==> src/rtl/rpn_pkg.sv <==
// Shared types and constants for the RPN command engine.
// Define RPN_MUL_EN to build the multiplier; otherwise MUL is rejected as illegal.
package rpn_pkg;

    localparam int STACK_DEPTH = 64;
    localparam int DATA_W      = 32;
    localparam int COUNT_W     = $clog2(STACK_DEPTH);

`ifdef RPN_MUL_EN
    localparam bit MUL_EN = 1'b1;
`else
    localparam bit MUL_EN = 1'b0;
`endif

    typedef enum logic [2:0] {
        OP_NOP  = 3'd0,
        OP_PUSH = 3'd1,
        OP_ADD  = 3'd2,
        OP_SUB  = 3'd3,
        OP_MUL  = 3'd4,
        OP_DUP  = 3'd5,
        OP_DROP = 3'd6,
        OP_SWAP = 3'd7
    } op_e;

    typedef enum logic [2:0] {
        IDLE     = 3'd0,
        PUSH     = 3'd1,
        POP      = 3'd2,
        WR       = 3'd3,
        SWP_PUSH = 3'd4,
        SWP_WR   = 3'd5
    } state_e;

    localparam logic [1:0] FAULT_NONE      = 2'd0;
    localparam logic [1:0] FAULT_UNDERFLOW = 2'd1;
    localparam logic [1:0] FAULT_OVERFLOW  = 2'd2;
    localparam logic [1:0] FAULT_ILLEGAL   = 2'd3;

endpackage

==> src/rtl/rpn_alu.sv <==
// Combinational arithmetic for ADD/SUB/MUL on the two sampled operands.
// The multiplier exists only when RPN_MUL_EN is defined.
module rpn_alu
    import rpn_pkg::*;
(
    input  logic [2:0]  op_i,
    input  logic [31:0] next_i,
    input  logic [31:0] top_i,
    output logic [31:0] result_o
);

    // NOTE: every output of a combinational block gets a default first, so no path leaves it unassigned and no latch is inferred.
    always_comb begin
        result_o = '0;
        case (op_e'(op_i))
            OP_ADD:  result_o = next_i + top_i;
            OP_SUB:  result_o = next_i - top_i;
`ifdef RPN_MUL_EN
            OP_MUL:  result_o = next_i * top_i;
`endif
            default: result_o = '0;
        endcase
    end

endmodule

==> src/rtl/rpn_engine.sv <==
// RPN command sequencer: turns one accepted command into a burst of stack strobes.
// MUL support depends on RPN_MUL_EN (see rpn_pkg).
module rpn_engine
    import rpn_pkg::*;
(
    input  logic        clock,
    input  logic        reset,
    input  logic        cmd_valid,
    output logic        cmd_ready,
    input  logic [2:0]  cmd_op,
    input  logic [31:0] cmd_value,
    output logic        stk_push,
    output logic        stk_pop,
    output logic        stk_write,
    output logic [31:0] stk_value,
    input  logic [31:0] stk_top,
    input  logic [31:0] stk_next,
    input  logic [5:0]  stk_count,
    input  logic        stk_error,
    output logic        done,
    output logic [1:0]  fault
);

    state_e      state_q, state_d;
    op_e         op_q, op_d;
    logic [31:0] top_q, top_d;
    logic [31:0] next_q, next_d;
    logic [31:0] value_q, value_d;
    logic [1:0]  fault_q, fault_d;
    logic        done_q, done_d;
    logic        ready_q, ready_d;
    logic        push_q, push_d;
    logic        pop_q, pop_d;
    logic        write_q, write_d;
    logic [31:0] wdata_q, wdata_d;

    logic [31:0] alu_result;
    logic [31:0] wr_value;
    logic [1:0]  cmd_fault;
    logic        stk_full;
    logic        stk_single;

    // A count of zero is the wrapped encoding of a completely full stack.
    assign stk_full   = (stk_count == '0);
    assign stk_single = (stk_count == 6'd1);

    rpn_alu u_alu (
        .op_i     (op_q),
        .next_i   (next_q),
        .top_i    (top_q),
        .result_o (alu_result)
    );

    always_comb begin
        state_d   = state_q;
        op_d      = op_q;
        top_d     = top_q;
        next_d    = next_q;
        value_d   = value_q;
        done_d    = 1'b0;
        cmd_fault = FAULT_NONE;

        case (state_q)
            IDLE: begin
                if (cmd_valid && ready_q) begin
                    op_d    = op_e'(cmd_op);
                    top_d   = stk_top;
                    next_d  = stk_next;
                    value_d = cmd_value;
                    case (op_e'(cmd_op))
                        OP_PUSH, OP_DUP: begin
                            if (stk_full) cmd_fault = FAULT_OVERFLOW;
                            else          state_d   = PUSH;
                        end
                        OP_ADD, OP_SUB, OP_SWAP: begin
                            if (stk_single) cmd_fault = FAULT_UNDERFLOW;
                            else            state_d   = POP;
                        end
                        OP_MUL: begin
                            if (!MUL_EN)         cmd_fault = FAULT_ILLEGAL;
                            else if (stk_single) cmd_fault = FAULT_UNDERFLOW;
                            else                 state_d   = POP;
                        end
                        OP_DROP: state_d = stk_single ? WR : POP;
                        default: ;
                    endcase
                    // Rejected commands and NOP complete without leaving IDLE.
                    done_d = (state_d == IDLE);
                end
            end
            PUSH: state_d = WR;
            POP: begin
                if (op_q == OP_DROP) begin
                    state_d = IDLE;
                    done_d  = 1'b1;
                end else begin
                    state_d = WR;
                end
            end
            WR: begin
                if (op_q == OP_SWAP) begin
                    state_d = SWP_PUSH;
                end else begin
                    state_d = IDLE;
                    done_d  = 1'b1;
                end
            end
            SWP_PUSH: state_d = SWP_WR;
            SWP_WR: begin
                state_d = IDLE;
                done_d  = 1'b1;
            end
            default: state_d = IDLE;
        endcase
    end

    // Data for the first write of a sequence, chosen by the command in flight.
    always_comb begin
        wr_value = '0;
        case (op_d)
            OP_PUSH:                wr_value = value_d;
            OP_DUP, OP_SWAP:        wr_value = top_d;
            OP_ADD, OP_SUB, OP_MUL: wr_value = alu_result;
            default:                wr_value = '0;
        endcase
    end

    // Strobes are decoded from the next state so they appear registered in that state's cycle.
    always_comb begin
        push_d  = 1'b0;
        pop_d   = 1'b0;
        write_d = 1'b0;
        wdata_d = wdata_q;
        case (state_d)
            PUSH, SWP_PUSH: push_d = 1'b1;
            POP:            pop_d  = 1'b1;
            WR: begin
                write_d = 1'b1;
                wdata_d = wr_value;
            end
            SWP_WR: begin
                write_d = 1'b1;
                wdata_d = next_d;
            end
            default: ;
        endcase
    end

    assign ready_d = (state_d == IDLE);

    // Only the first fault is kept; command faults win over a same-cycle stack error.
    always_comb begin
        fault_d = fault_q;
        if (fault_q == FAULT_NONE) begin
            if (cmd_fault != FAULT_NONE) fault_d = cmd_fault;
            else if (stk_error)          fault_d = FAULT_OVERFLOW;
        end
    end

    // NOTE: state registers use non-blocking assignments so every register samples pre-edge values.
    always_ff @(posedge clock or posedge reset) begin
        if (reset) begin
            state_q <= IDLE;
            op_q    <= OP_NOP;
            top_q   <= '0;
            next_q  <= '0;
            value_q <= '0;
            fault_q <= FAULT_NONE;
            done_q  <= 1'b0;
            ready_q <= 1'b0;
            push_q  <= 1'b0;
            pop_q   <= 1'b0;
            write_q <= 1'b0;
            wdata_q <= '0;
        end else begin
            state_q <= state_d;
            op_q    <= op_d;
            top_q   <= top_d;
            next_q  <= next_d;
            value_q <= value_d;
            fault_q <= fault_d;
            done_q  <= done_d;
            ready_q <= ready_d;
            push_q  <= push_d;
            pop_q   <= pop_d;
            write_q <= write_d;
            wdata_q <= wdata_d;
        end
    end

    assign cmd_ready = ready_q;
    assign stk_push  = push_q;
    assign stk_pop   = pop_q;
    assign stk_write = write_q;
    assign stk_value = wdata_q;
    assign done      = done_q;
    assign fault     = fault_q;

endmodule

==> config.mk <==
export PLATFORM = sky130hd
export DESIGN_NAME = rpn_engine
export DESIGN_NICKNAME = d
export VERILOG_FILES = /design/src/rtl/rpn_pkg.sv /design/src/rtl/rpn_alu.sv /design/src/rtl/rpn_engine.sv
export SDC_FILE = /design/constraint.sdc
export NUM_CORES = 1
export LEC_CHECK = 0
export CAP_MARGIN = 20
export CORE_MARGIN = 3
export CORE_UTILIZATION = 35
export DETAILED_ROUTE_END_ITERATION = 10
export PLACE_DENSITY_LB_ADDON = 0.1
export SLEW_MARGIN = 10
export SYNTH_ARGS = -nofsm -noshare
export SYNTH_HDL_FRONTEND = slang
export SYNTH_SLANG_ARGS = --single-unit
==> constraint.sdc <==
create_clock -name clock -period 7.05 [get_ports clock]
set_input_delay 1.7625 -clock clock [delete_from_list [all_inputs] [get_ports clock]]
set_output_delay 1.7625 -clock clock [all_outputs]
set_load 0.01 [all_outputs]
==> impl_metrics.json <==
{
  "status": "finished clean",
  "dieArea_um2": 25770,
  "clockRootBuffer": "clkbuf_16",
  "grt_pass1_vias": 7488,
  "hold_slack_ns": 0.4706,
  "first_pass_iters": 5,
  "slew_headroom": 0.4161,
  "clk_path_buf_depth": 2,
  "antenna_left": 0,
  "grt_usage": 0.2023,
  "synthArstFlopShare": 1.000,
  "clock_sinks": 141,
  "drt-total-wl_um": 25820,
  "worst_pin_slew_ns": 0.8738,
  "hold_class": "reg -> reg",
  "met2_usage": 0.3241,
  "fmax_mhz": 215.0,
  "antenna_cells": 0,
  "cts_buffers": 17,
  "fillers": 2255,
  "start_util": 0.3626,
  "path_clk_slew_ns": 0.06,
  "yosys.area_share.adder": 0.05029,
  "ys.warnings.count": 0,
  "nets": 1238,
  "post-route-util": 0.4673,
  "p_leak_nw": 4.780,
  "worst_ep_required_time_ns": 7.39,
  "clk-insertion-delay-late_ns": 0.43,
  "synth_top_cell_by_area": "dfrtp_1",
  "rr_endpoint": "stk_value[31]$_DFFE_PP0P_",
  "cts_tree": "built",
  "drv_cap": 0,
  "die_h_um": 160.5,
  "grt_antenna_before_repair": 0,
  "synthXorXnorAreaFrac": 0.05972,
  "start_kind": "primary input",
  "coreArea_um2": 23050,
  "vias_per_cell": 5.226,
  "yosysUniqueCellTypes": 66,
  "post_cts_buffers": 0,
  "grt-ovfl-total": 0,
  "numPortBuffers": 147,
  "netlist_top_cells_area": "dfrtp_1 42%, nand2_1 13%, ha_1 4.8%",
  "hold_start": "value_q[0]$_DFF_PP0_",
  "grt_first_pass_wirelength_um": 41580,
  "use_met1": 0.2842,
  "ir_drop_mv": 0.1763,
  "synth-edff-count": 0,
  "path_class": "in -> reg",
  "syn_nets": 1110,
  "end_kind": "flop",
  "synth.yosys.seq_area_share": 0.4221,
  "synth_top_area_frac": 0.4221,
  "num_rows": 55,
  "drive_above_1_share": 0.07304,
  "dominantRegCellSynth": "dfrtp_1",
  "drtIter0Drc": 517,
  "netlist_instances": 968,
  "wl_per_cell_um": 18.16,
  "reg2reg_from": "top_q[0]$_DFF_PP0_",
  "synth-compound-area-share": 0.1929,
  "synth_area_um2": 8359,
  "timing.final.crit_share": 0.6598,
  "ctsResizeCount": 0,
  "finalClockSkew_ns": 0.01255,
  "arrival_ns": 4.99,
  "grt_max_degree": 64,
  "setup_viol": 0,
  "slew_violations": 0,
  "fin_setup_tns_ns": 0,
  "io_pins": 148,
  "hold_depth": 2,
  "r2r_cells": 17,
  "vias": 7432,
  "worst-r2r-setup-slack_ns": 2.59,
  "hpwl_um": 18300,
  "cp_max_fo": 22,
  "muxShareOfSynthArea": 0.02425,
  "htree_levels": 4,
  "min_to": "value_q[0]$_DFF_PP0_",
  "ys_ff_latch": 141,
  "grt_setup_unrepaired": "false",
  "syn_avg_cell_area_um2": 8.636,
  "grt_use_met3": 0.03714,
  "drc": 0,
  "die_w_um": 160.5,
  "place.gp.congestion": 0.8585,
  "synth_top_family_by_area": "simple AND/OR/NAND/NOR gates",
  "powerDensity_nw_per_um2": 526.0,
  "hold_viol_final": 0,
  "hold_buffers": 0,
  "grt_busiest_layer": "met2",
  "synthSimpleGateAreaFrac": 0.2142,
  "finalCriticalPeriod_ns": 4.652,
  "area_growth_pct": 28.87
}
[logic make-up (layout without fill, tap and decap cells)]
group                      Yosys count  after routing
xor gates and xnor gates            57             57
and+or+nand+nor                    415            415
muxes                               18             18
adders and majority gates           33             33
buffers and inverters               73            214
DFF                                141            141
AOI/OAI and AO/OA                  231            231
[through the flow]
step	cells	cell area (um2)	worst slack [ns]	power, mW
final	1422	10770	2.398	5.666
after global routing	1422	10770	2.235	6.146
after CTS	1422	10770	2.409	5.687
after detailed placement	1390	10110	1.982	4.631
after global placement	1390	10110	2.121	4.612
after floorplan	968	8359	1.506	3.726
[critical path: stages]
cell and delay (ns):
clkdlybuf4s50_1 0.40, or4_4 0.56, a2111oi_0 0.56, o32a_1 0.36
a21oi_4 0.08, nor2_2 0.55, buf_4 0.44, a22oi_1 0.16
o211ai_1 0.12
[worst max path at each step]
| stage | end | slack (ns) | start | cells past startpoint |
|---|---|---|---|---|
| 5_1_grt | stk_value[31]$_DFFE_PP0P_ | 2.23 | top_q[0]$_DFF_PP0_ | 17 |
| 2_1_floorplan | cmd_ready$_DFF_PP0_ | 1.51 | reset | 1 |
| 3_5_place_dp | stk_value[17]$_DFFE_PP0P_ | 1.98 | stk_count[3] | 9 |
| 3_3_place_gp | stk_value[19]$_DFFE_PP0P_ | 2.12 | stk_count[3] | 9 |
| 6_report | stk_value[17]$_DFFE_PP0P_ | 2.40 | stk_count[3] | 9 |
| 4_1_cts | stk_value[17]$_DFFE_PP0P_ | 2.41 | stk_count[3] | 9 |
[layout by cell type (no fill, tap or decap), drive strengths merged, types with 5 or more instances in the layout]
cell,netlist,layout
a222oi,10,10
inv,24,26
mux2,18,18
clkbuf,32,19
clkdlybuf4s50,0,147
nor4,7,7
o21a,14,14
nand2,286,286
bufinv,0,5
nand2b,11,11
a21oi,48,48
a31oi,5,5
nor2b,7,7
a211oi,6,6
o211ai,16,16
nand4,9,9
dfrtp,141,141
a21o,6,6
o31ai,5,5
buf,17,11
o21ai,42,42
nor3,16,16
nor2,45,45
nand3,7,7
xnor2,39,39
a22oi,26,26
o21bai,5,5
ha,32,32
xor2,18,18
a22o,19,19
[Yosys cell counts, types with 3 or more instances]
cell      count
o22ai_1       3
xor2_1       18
clkbuf_1     32
o21ai_0      42
or2_2         4
o211ai_1     16
a221o_1       3
a222oi_1     10
o41ai_1       4
a21oi_1      47
nand3_1       7
nor2_1       43
o31ai_1       5
nand2b_1     11
nand4_1       9
a22o_1       19
or3_1         3
dfrtp_1     141
nor4_1        7
o31a_1        3
nor3b_1       3
a211oi_1      5
ha_1         32
a31oi_1       5
o21a_1       14
o21bai_1      5
nor3_1       16
mux2_2       18
nor2b_1       7
nand2_1     285
a21o_1        6
a22oi_1      26
inv_1        24
and2_1        4
xnor2_1      39
buf_2        13
[flip-flops by register name (all words and copies together) (netlist names)]
signal / count
stk_value: 32
stk_pop: 1
stk_push: 1
cmd_ready: 1
fault: 2
stk_write: 1
next_q: 32
top_q: 32
value_q: 32
done: 1
state_q: 3
op_q: 3
[layer usage]
metal / vias to the layer above / routed length [um]
met3: 20 / 1105
met2: 180 / 11880
met4: 0 / 347
met5: - / 0
li1: 3662 / -
met1: 3570 / 12490
[area by class of cell]
cell class              instances  area (um2)  share of cell area
clock buffers                  19       452.9             0.04204
clock inverters                13       210.2             0.01951
inverters                      24       95.09            0.008827
multi-input cells             754        4541              0.4215
flip-flops and latches        141        3528              0.3275
well taps                     313       391.6             0.03635
repair buffers                158        1554              0.1443
[power breakdown]
part / leakage (nW) / internal, mW / switching [mW]
clock network: 0.320 / 0.649 / 0.370
registers: 1.78 / 1.15 / 0.275
logic: 2.68 / 1.36 / 1.86
Power figures use the tool's default switching activity.
